$ cat config.mk
export PLATFORM = sky130hd
export DESIGN_NAME = dut_sf_fifo
export DESIGN_NICKNAME = d
export VERILOG_FILES = /design/src/rtl/dut_sf_fifo.sv
export SDC_FILE = /design/constraint.sdc
export NUM_CORES = 1
export LEC_CHECK = 0
export CORE_MARGIN = 1.5
export CORE_UTILIZATION = 35
export CTS_BUF_LIST = sky130_fd_sc_hd__clkbuf_4 sky130_fd_sc_hd__clkbuf_8
export CTS_CLUSTER_DIAMETER = 120
export DETAILED_ROUTE_END_ITERATION = 10
export GPL_TIMING_DRIVEN = 0
export PLACE_DENSITY = 0.53
export SYNTH_ARGS = -nofsm -noshare
export SYNTH_HDL_FRONTEND = slang
export SYNTH_SLANG_ARGS = --single-unit
$ cat constraint.sdc
create_clock -name clk -period 10.3 [get_ports clk]
set_clock_uncertainty 0.15 [all_clocks]
set_input_delay 1.03 -clock clk [delete_from_list [all_inputs] [get_ports clk]]
set_output_delay 1.03 -clock clk [all_outputs]
set_load 0.02 [all_outputs]
$ cat src/rtl/dut_sf_fifo.sv
// Store-and-forward frame FIFO: buffers complete rx frames, replays them with an inter-frame gap.
// Optional saturating frame statistics are enabled with the DUT_STATS_EN macro.
module dut_sf_fifo #(
  parameter int unsigned DW    = 8,
  parameter int unsigned DEPTH = 16,
  parameter int unsigned IFG   = 2,
  parameter int unsigned CW    = 16
) (
  input  logic          clk,
  input  logic          rst,
  input  logic [DW-1:0] rxd,
  input  logic          rx_dv,
  output logic [DW-1:0] txd,
  output logic          tx_en,
  output logic          drop_pulse
`ifdef DUT_STATS_EN
  ,
  output logic [CW-1:0] rx_frames,
  output logic [CW-1:0] tx_frames,
  output logic [CW-1:0] drop_frames
`endif
);

  localparam int unsigned AW = $clog2(DEPTH);
  localparam int unsigned PW = AW + 1;
  localparam int unsigned EW = DW + 1;

  if (DW < 1 || DEPTH < 4 || (DEPTH & (DEPTH - 1)) != 0 || IFG > 15 || CW < 1) begin : g_param_check
    $error("dut_sf_fifo: illegal parameter set");
  end

  typedef enum logic [1:0] {S_IDLE, S_SEND, S_GAP} state_t;

  logic [EW-1:0] mem [DEPTH];
  logic [PW-1:0] rd_ptr;
  logic [PW-1:0] wr_ptr_c;
  logic [PW-1:0] wr_ptr_s;
  logic [PW-1:0] frames_avail;
  logic [DW-1:0] hold_data;
  logic          hold_vld;
  logic          drop;
  logic          skip;
  state_t        state;
  logic [3:0]    gap_cnt;

  logic [PW-1:0] fill_c;
  logic          full_c;
  logic          frame_end_c;
  logic          blocked_c;
  logic          wr_en_c;
  logic          commit_c;
  logic          abort_c;
  logic [EW-1:0] rd_word_c;
  logic          rd_last_c;

  // Write-side decisions for the word sitting in the hold register.
  always_comb begin
    fill_c      = wr_ptr_s - rd_ptr;
    full_c      = (fill_c == PW'(DEPTH));
    frame_end_c = hold_vld & ~rx_dv;
    blocked_c   = hold_vld & (drop | full_c);
    wr_en_c     = hold_vld & ~blocked_c;
    commit_c    = frame_end_c & ~blocked_c;
    abort_c     = frame_end_c & blocked_c;
    rd_word_c   = mem[rd_ptr[AW-1:0]];
    rd_last_c   = (state == S_SEND) & rd_word_c[DW];
  end

  // Entry format {last, data}; last is known once rx_dv is seen low behind the held word.
  always_ff @(posedge clk) begin
    if (wr_en_c) begin
      mem[wr_ptr_s[AW-1:0]] <= {~rx_dv, hold_data};
    end
  end

  // Receive side: hold register, speculative writes, commit or rollback at frame end.
  always_ff @(posedge clk) begin
    if (rst) begin
      hold_data  <= '0;
      hold_vld   <= 1'b0;
      drop       <= 1'b0;
      skip       <= 1'b1;
      wr_ptr_s   <= '0;
      wr_ptr_c   <= '0;
      drop_pulse <= 1'b0;
    end else begin
      drop_pulse <= 1'b0;
      // A frame already running when reset releases is ignored until rx_dv drops.
      if (skip) begin
        skip <= rx_dv;
      end
      hold_vld <= rx_dv & ~skip;
      if (rx_dv) begin
        hold_data <= rxd;
      end
      if (wr_en_c) begin
        wr_ptr_s <= wr_ptr_s + PW'(1);
      end
      if (blocked_c && rx_dv) begin
        drop <= 1'b1;
      end
      if (commit_c) begin
        wr_ptr_c <= wr_ptr_s + PW'(1);
      end
      if (abort_c) begin
        wr_ptr_s   <= wr_ptr_c;
        drop       <= 1'b0;
        drop_pulse <= 1'b1;
      end
    end
  end

  // Transmit FSM: replays one committed frame contiguously, then idles for the gap.
  always_ff @(posedge clk) begin
    if (rst) begin
      state        <= S_IDLE;
      rd_ptr       <= '0;
      frames_avail <= '0;
      gap_cnt      <= '0;
      txd          <= '0;
      tx_en        <= 1'b0;
    end else begin
      case ({commit_c, rd_last_c})
        2'b10:   frames_avail <= frames_avail + PW'(1);
        2'b01:   frames_avail <= frames_avail - PW'(1);
        default: ;
      endcase
      case (state)
        S_IDLE: begin
          tx_en <= 1'b0;
          if (frames_avail != '0) begin
            state <= S_SEND;
          end
        end
        S_SEND: begin
          txd    <= rd_word_c[DW-1:0];
          tx_en  <= 1'b1;
          rd_ptr <= rd_ptr + PW'(1);
          if (rd_word_c[DW]) begin
            if (IFG > 0) begin
              state   <= S_GAP;
              gap_cnt <= 4'(IFG - 1);
            end else begin
              state <= S_IDLE;
            end
          end
        end
        S_GAP: begin
          tx_en <= 1'b0;
          if (gap_cnt == 4'd0) begin
            state <= S_IDLE;
          end else begin
            gap_cnt <= gap_cnt - 4'd1;
          end
        end
        default: begin
          state <= S_IDLE;
          tx_en <= 1'b0;
        end
      endcase
    end
  end

`ifdef DUT_STATS_EN
  // Saturating frame counters.
  always_ff @(posedge clk) begin
    if (rst) begin
      rx_frames   <= '0;
      tx_frames   <= '0;
      drop_frames <= '0;
    end else begin
      if (commit_c && rx_frames != '1) begin
        rx_frames <= rx_frames + CW'(1);
      end
      if (rd_last_c && tx_frames != '1) begin
        tx_frames <= tx_frames + CW'(1);
      end
      if (abort_c && drop_frames != '1) begin
        drop_frames <= drop_frames + CW'(1);
      end
    end
  end
`endif

endmodule

# Yosys cells after proc, flatten, opt, wreduce, memory -nomap -nowiden

Memories as Yosys holds them, arrays and structs flattened. A register that Yosys moved wholly into a read port is not among the register bits.
Index checks and enable logic that the tools add are counted.

Bits in registers: 47
RAM bits: 144
Input port bits: 11
Output and inout port bits: 10
Word-level logic and storage cells: 67
Memories kept: 1

$add $sub $neg: 6
Equal/unequal tests: 9
Multiplexer cells: 17
Bitwise operators: 11
Reduce and logical (&&, ||, !) cells: 10

Memories:

| name | words | bits a word | read ports | clocked after Yosys merged registers in | write ports | line | source |
|---|---|---|---|---|---|---|---|
| mem  | 16    | 9           | 1          | 1                                       | 1           | 34   | `logic [EW-1:0] mem [DEPTH];` |

Operators by type and width:

| operator                                                           | count |
|---|---|
| 4-bit two-way mux                                                  | 4 |
| 5-bit by 1-bit adder with 5-bit output, second input constant      | 3 |
| 5-bit two-way mux                                                  | 2 |
| 5-bit case mux with 2 select lines                                 | 1 |
| 2-bit != test, second input constant                               | 4 |
| 4-bit case mux with 2 select lines                                 | 1 |
| 1-bit bitwise AND                                                  | 7 |
| 2-bit two-way mux                                                  | 3 |
| 2-bit case mux with 3 select lines                                 | 1 |
| 3-bit AND reduction                                                | 2 |
| 2-bit nonzero test                                                 | 3 |
| 5-bit == test, second input constant                               | 1 |
| 1-bit two-way mux                                                  | 5 |
| 5-bit nonzero test                                                 | 1 |
| 5-bit by 1-bit subtractor with 5-bit output, second input constant | 1 |
| 5-bit subtractor                                                   | 1 |
| 2-bit by 1-bit == test with 1-bit output, second input constant    | 2 |
| 2-bit == test, second input constant                               | 2 |
| 4-bit zero test                                                    | 1 |
| 4-bit by 1-bit subtractor with 4-bit output, second input constant | 1 |
| 1-bit NOT                                                          | 3 |
| 2-bit zero test                                                    | 1 |
| 2-bit OR reduction                                                 | 1 |
| 1-bit logical AND                                                  | 1 |
| 1-bit OR                                                           | 1 |

# Depth between registers and ports, before layout

Depth in word-level cells: 8
Gate-level depth with buffers: 16
Mapped depth without buffers: 16

# Least setup slack after synthesis

Ideal clock, no wire load.

Kind: input to register
From: input port rx_dv
To: register frames_avail[4]
Setup time: 0.128 ns
Arrival time: 3.123 ns
Data required time: 10.022 ns
Path slack: 6.899 ns
Cell stages on the path: 11
Buffers on the path: 0
Cells stage by stage: nor2b_1 nor3b_2 inv_1 ha_1 ha_1 nor2b_1 o21ai_0 a21oi_1 nor3_1 xnor2_1 nor2_1

Longest elaborated chain between the ends: 5
Elaborated cells on any way between the ends: 7
Classes of those cells: eq/ne (2); mux (1); bitwise (3); reduce/logical (1)

Ends and longest elaborated chain:

| item                                                                      | line | source |
|---|---|---|
| start, declared                                                           | 12   | `input logic rx_dv,` |
| 1-bit NOT *                                                               | 60   | `frame_end_c = hold_vld & ~rx_dv;` |
| 1-bit bitwise AND *                                                       | 60   |  |
| 1-bit bitwise AND *                                                       | 63   | `commit_c = frame_end_c & ~blocked_c;` |
| 2-bit by 1-bit == test with 1-bit output or 2-bit == test (tied branches) | 123  | `case ({commit_c, rd_last_c})` |
| 5-bit case mux with 2 select lines or 2-bit nonzero test (tied branches)  | --   |  |
| end signal, assigned                                                      | 124  | `2'b10: frames_avail <= frames_avail + PW'(1);` |
| end signal, assigned                                                      | 125  | `2'b01: frames_avail <= frames_avail - PW'(1);` |
| end, declared                                                             | 38   | `logic [PW-1:0] frames_avail;` |

Every way passes the cells marked *; elsewhere a longest branch is shown, timed or not.
A chain may end at the register's enable or synchronous reset.

# Final worst setup path

Ends and elaborated chain as after synthesis.

==> results.py <==
metrics = {
    "run_status": {
        "status": "finished, final reports clean",
    },
    "worst_hold_path": {
        "min_from": "skip$_SDFF_PP1_",
        "hold_path_end": "hold_vld$_SDFF_PP0_",
        "min_path_cells": 1,
        "hold_path.class": "flop to flop",
    },
    "logic_synthesis": {
        "ys_seq_area_frac": 0.6847,
        "synth.ff_latch_count": 195,
        "synth_area_leader_cell": "edfxtp_1",
        "synth_commonest_cells": "edfxtp_1 (144), dfxtp_1 (51), nor2_1 (46)",
        "yosysUniqueCellTypes": 43,
        "synth_edf_count": 144,
        "yosysTopAreaCellShare": 0.5539,
        "synthArstFlopShare": 0,
        "synthesis.area_mm2": 0.007806,
        "synthFlopType": "edfxtp_1",
        "ys_warn_count": 0,
        "yosysMostFrequentCell": "edfxtp_1",
        "postSynthAreaPerCell_um2": 16.16,
        "syn_nets": 509,
        "yosys-top-cells-area": "edfxtp_1 (55%), dfxtp_1 (13%), mux4_2 (13%)",
        "syn_inst": 483,
    },
    "cts": {
        "cts.path.max_buffers": 2,
        "cts_buffers": 17,
        "ctsResizeCount": 0,
        "post_cts_buffers": 0,
        "clk-insertion-delay-late_ps": 460,
        "clk_pin_slew_worst_paths_ps": 90,
        "clock_sinks": 195,
        "clockRootBuffer": "clkbuf_8",
        "h-tree-depth": 4,
        "cts_tree": "built",
        "cts_hold_buf": 0,
    },
    "worst_setup_path": {
        "worstPathMaxFanout": 9,
        "path_cells": "clkdlybuf4s50_1 -> nor2b_1 -> nor3b_2 -> inv_1 -> ha_1 -> ha_1 -> nor2b_1 -> o21ai_0 -> a21oi_1 -> nor3_1 -> xnor2_1 -> nor2_1",
        "critPathMaxStageDelay_ps": 660,
        "rr_worst_depth": 15,
        "crit_required_ps": 10480,
        "critical_path_class": "primary input to flop",
        "path_buf_inv": 2,
        "r2r_slack_ps": 6400,
        "cp-end-kind": "flop",
        "r2r_end": "frames_avail[4]$_SDFFE_PP0P_",
        "cp-start-kind": "primary input",
        "r2r-start": "wr_ptr_s[0]$_SDFFE_PP0P_",
        "cpLargestDelayFamily": "simple AND/OR/NAND/NOR gates",
        "cp_data_arrival_time_ps": 4200,
        "crit_slowest_cell": "nor3b_2",
    },
    "finish": {
        "drive_gt1_frac": 0.1896,
        "diodes": 0,
        "area_growth_pct": 12.93,
        "instances_no_fill": 818,
        "finalNetCount": 551,
        "fillers": 1965,
        "design_area_mm2": 0.008816,
    },
    "floorplan": {
        "placeableCoreArea_mm2": 0.02182,
        "core.rowCount": 54,
        "die_area_mm2": 0.02321,
        "initial_utilization": 0.3577,
        "die_h_um": 152.3,
        "boundaryPins": 21,
        "dieWidth_um": 152.3,
    },
    "place": {
        "place.gp.congestion": 0.7200,
        "dp_cells": 786,
        "dpl.hpwl_um": 10890,
        "dpl-instance-area_mm2": 0.008412,
        "portBuffers": 19,
    },
    "route": {
        "drt_first_pass_iters": 4,
        "wire_per_inst_um": 19.14,
        "dr_total_vias": 4119,
        "ant_nets": 0,
        "drtIter0Drc": 347,
        "route.detailed.drc": 0,
        "via_per_inst": 5.035,
        "drt_wl_total_um": 15660,
    },
    "sta": {
        "rsz0062_at_grt": "no",
        "worst_pin_slew_ps": 1070,
        "post-route-min-period_ps": 4024,
        "hold_viol": 0,
        "max_slew_margin": 0.2840,
        "fmax_mhz": 248.5,
        "setup_tns_ps": 0,
        "slew_viol_final": 0,
        "fin_crit_sh": 0.3907,
        "setup_viol": 0,
    },
    "global_routing": {
        "grt_use_total": 0.1430,
        "grt_pass1_wl_um": 24850,
        "grt_pass1_vias": 4294,
        "overflow": 0,
        "antenna_found_initial": 0,
        "grt_max_degree": 19,
    },
    "flow_run": {
        "maxCapViolCount": 0,
    },
    "power": {
        "p_per_area_mw_per_mm2": 169.8,
        "ir_worst_vdd_mv": 0.08137,
        "power_mw": 1.497,
        "p_leak_nw": 2.824,
    },
}
## sequential cells by signal (all words and copies together) (netlist names), named ones only
signal        cells
wr_ptr_s          5
drop              1
hold_vld          1
hold_data         8
drop_pulse        1
gap_cnt           4
mem             144
tx_en             1
skip              1
state             2
txd               8
frames_avail      5
wr_ptr_c          5
rd_ptr            5
## worst max-delay path by stage
stage | from | end | cells past startpoint
after global placement | rx_dv | frames_avail[4]$_SDFFE_PP0P_ | 12
final | rx_dv | frames_avail[4]$_SDFFE_PP0P_ | 12
after detailed placement | rx_dv | frames_avail[4]$_SDFFE_PP0P_ | 12
after floorplan | rx_dv | frames_avail[4]$_SDFFE_PP0P_ | 11
after global routing | rx_dv | frames_avail[4]$_SDFFE_PP0P_ | 12
after CTS | rx_dv | frames_avail[4]$_SDFFE_PP0P_ | 12
## metrics by stage
| step | hold slack, ps | worst slack, ps | util |
|---|---|---|---|
| floorplan | 241.5 | 6899 | - |
| global placement | 256.0 | 5920 | 0.3825 |
| detailed placement | 256.2 | 5817 | 0.3854 |
| CTS | 269.8 | 6303 | 0.4040 |
| global route | 299.9 | 5965 | 0.4040 |
| finish | 269.8 | 6276 | 0.4040 |
## power by group
part           total (mW)  internal [mW]  switching [mW]
clock               0.490          0.210           0.280
sequential          0.869          0.854          0.0154
combinational       0.138         0.0665          0.0712
total                1.50           1.13           0.367
## cells in the final DEF, fill, tap and decap left out, drive strengths merged, types with 2 or more instances in the layout
master	instances
buf	12
mux4	44
a21o	2
nand3	5
ha	14
nand2b	4
nor2b	7
clkdlybuf4s50	19
edfxtp	144
a211oi	5
a32oi	2
mux2i	14
o41ai	2
o21ai	6
a21oi	17
dfxtp	51
nor2	46
nand4	2
xor2	6
nor3b	4
nand2	36
o31ai	3
clkinv	7
nor3	12
inv	20
and3	2
xnor2	8
clkbuf	33
## cell type report
cell class | count | area (um^2) | area share
inverter | 16 | 60.06 | 0.006812
clock inverter | 13 | 148.9 | 0.01689
tap | 280 | 350.3 | 0.03974
timing repair buffer | 23 | 235.2 | 0.02668
clock buffer | 19 | 255.2 | 0.02895
multi-input combinational | 250 | 2332 | 0.2645
sequential | 195 | 5345 | 0.6063
buffer | 22 | 88.84 | 0.01008
## layer usage
metal / share of wire / vias up / track usage
li1: - / 1921 / -
met1: 0.45 / 2101 / 0.1954
met2: 0.49 / 85 / 0.2288
met3: 0.049 / 12 / 0.03100
met4: 0.010 / 0 / 0.04485
met5: 0 / - / 0
## worst register-to-register path, delay by kind of cell, from the launching register on
kind	cells	cell delay, ps
simple gates	6	1380
flops	1	410
fa+ha+maj	3	850
buf+inv	2	310
compound gates	2	320
xor+xnor	2	370
## cell families (layout without fill, tap and decap cells)
group / count (synthesis) / in the layout / share of synthesized area
XOR/XNOR: 14 / 14 / 0.01571
AND/OR/NAND/NOR: 123 / 123 / 0.07421
AO/OA/AOI/OAI: 39 / 39 / 0.03494
flip-flops: 195 / 195 / 0.6847
multiplexers: 59 / 59 / 0.1463
buffers and inverters: 38 / 93 / 0.01907
adder cells (fa/ha/maj): 15 / 15 / 0.02500
(Power assumes the default switching activity.)
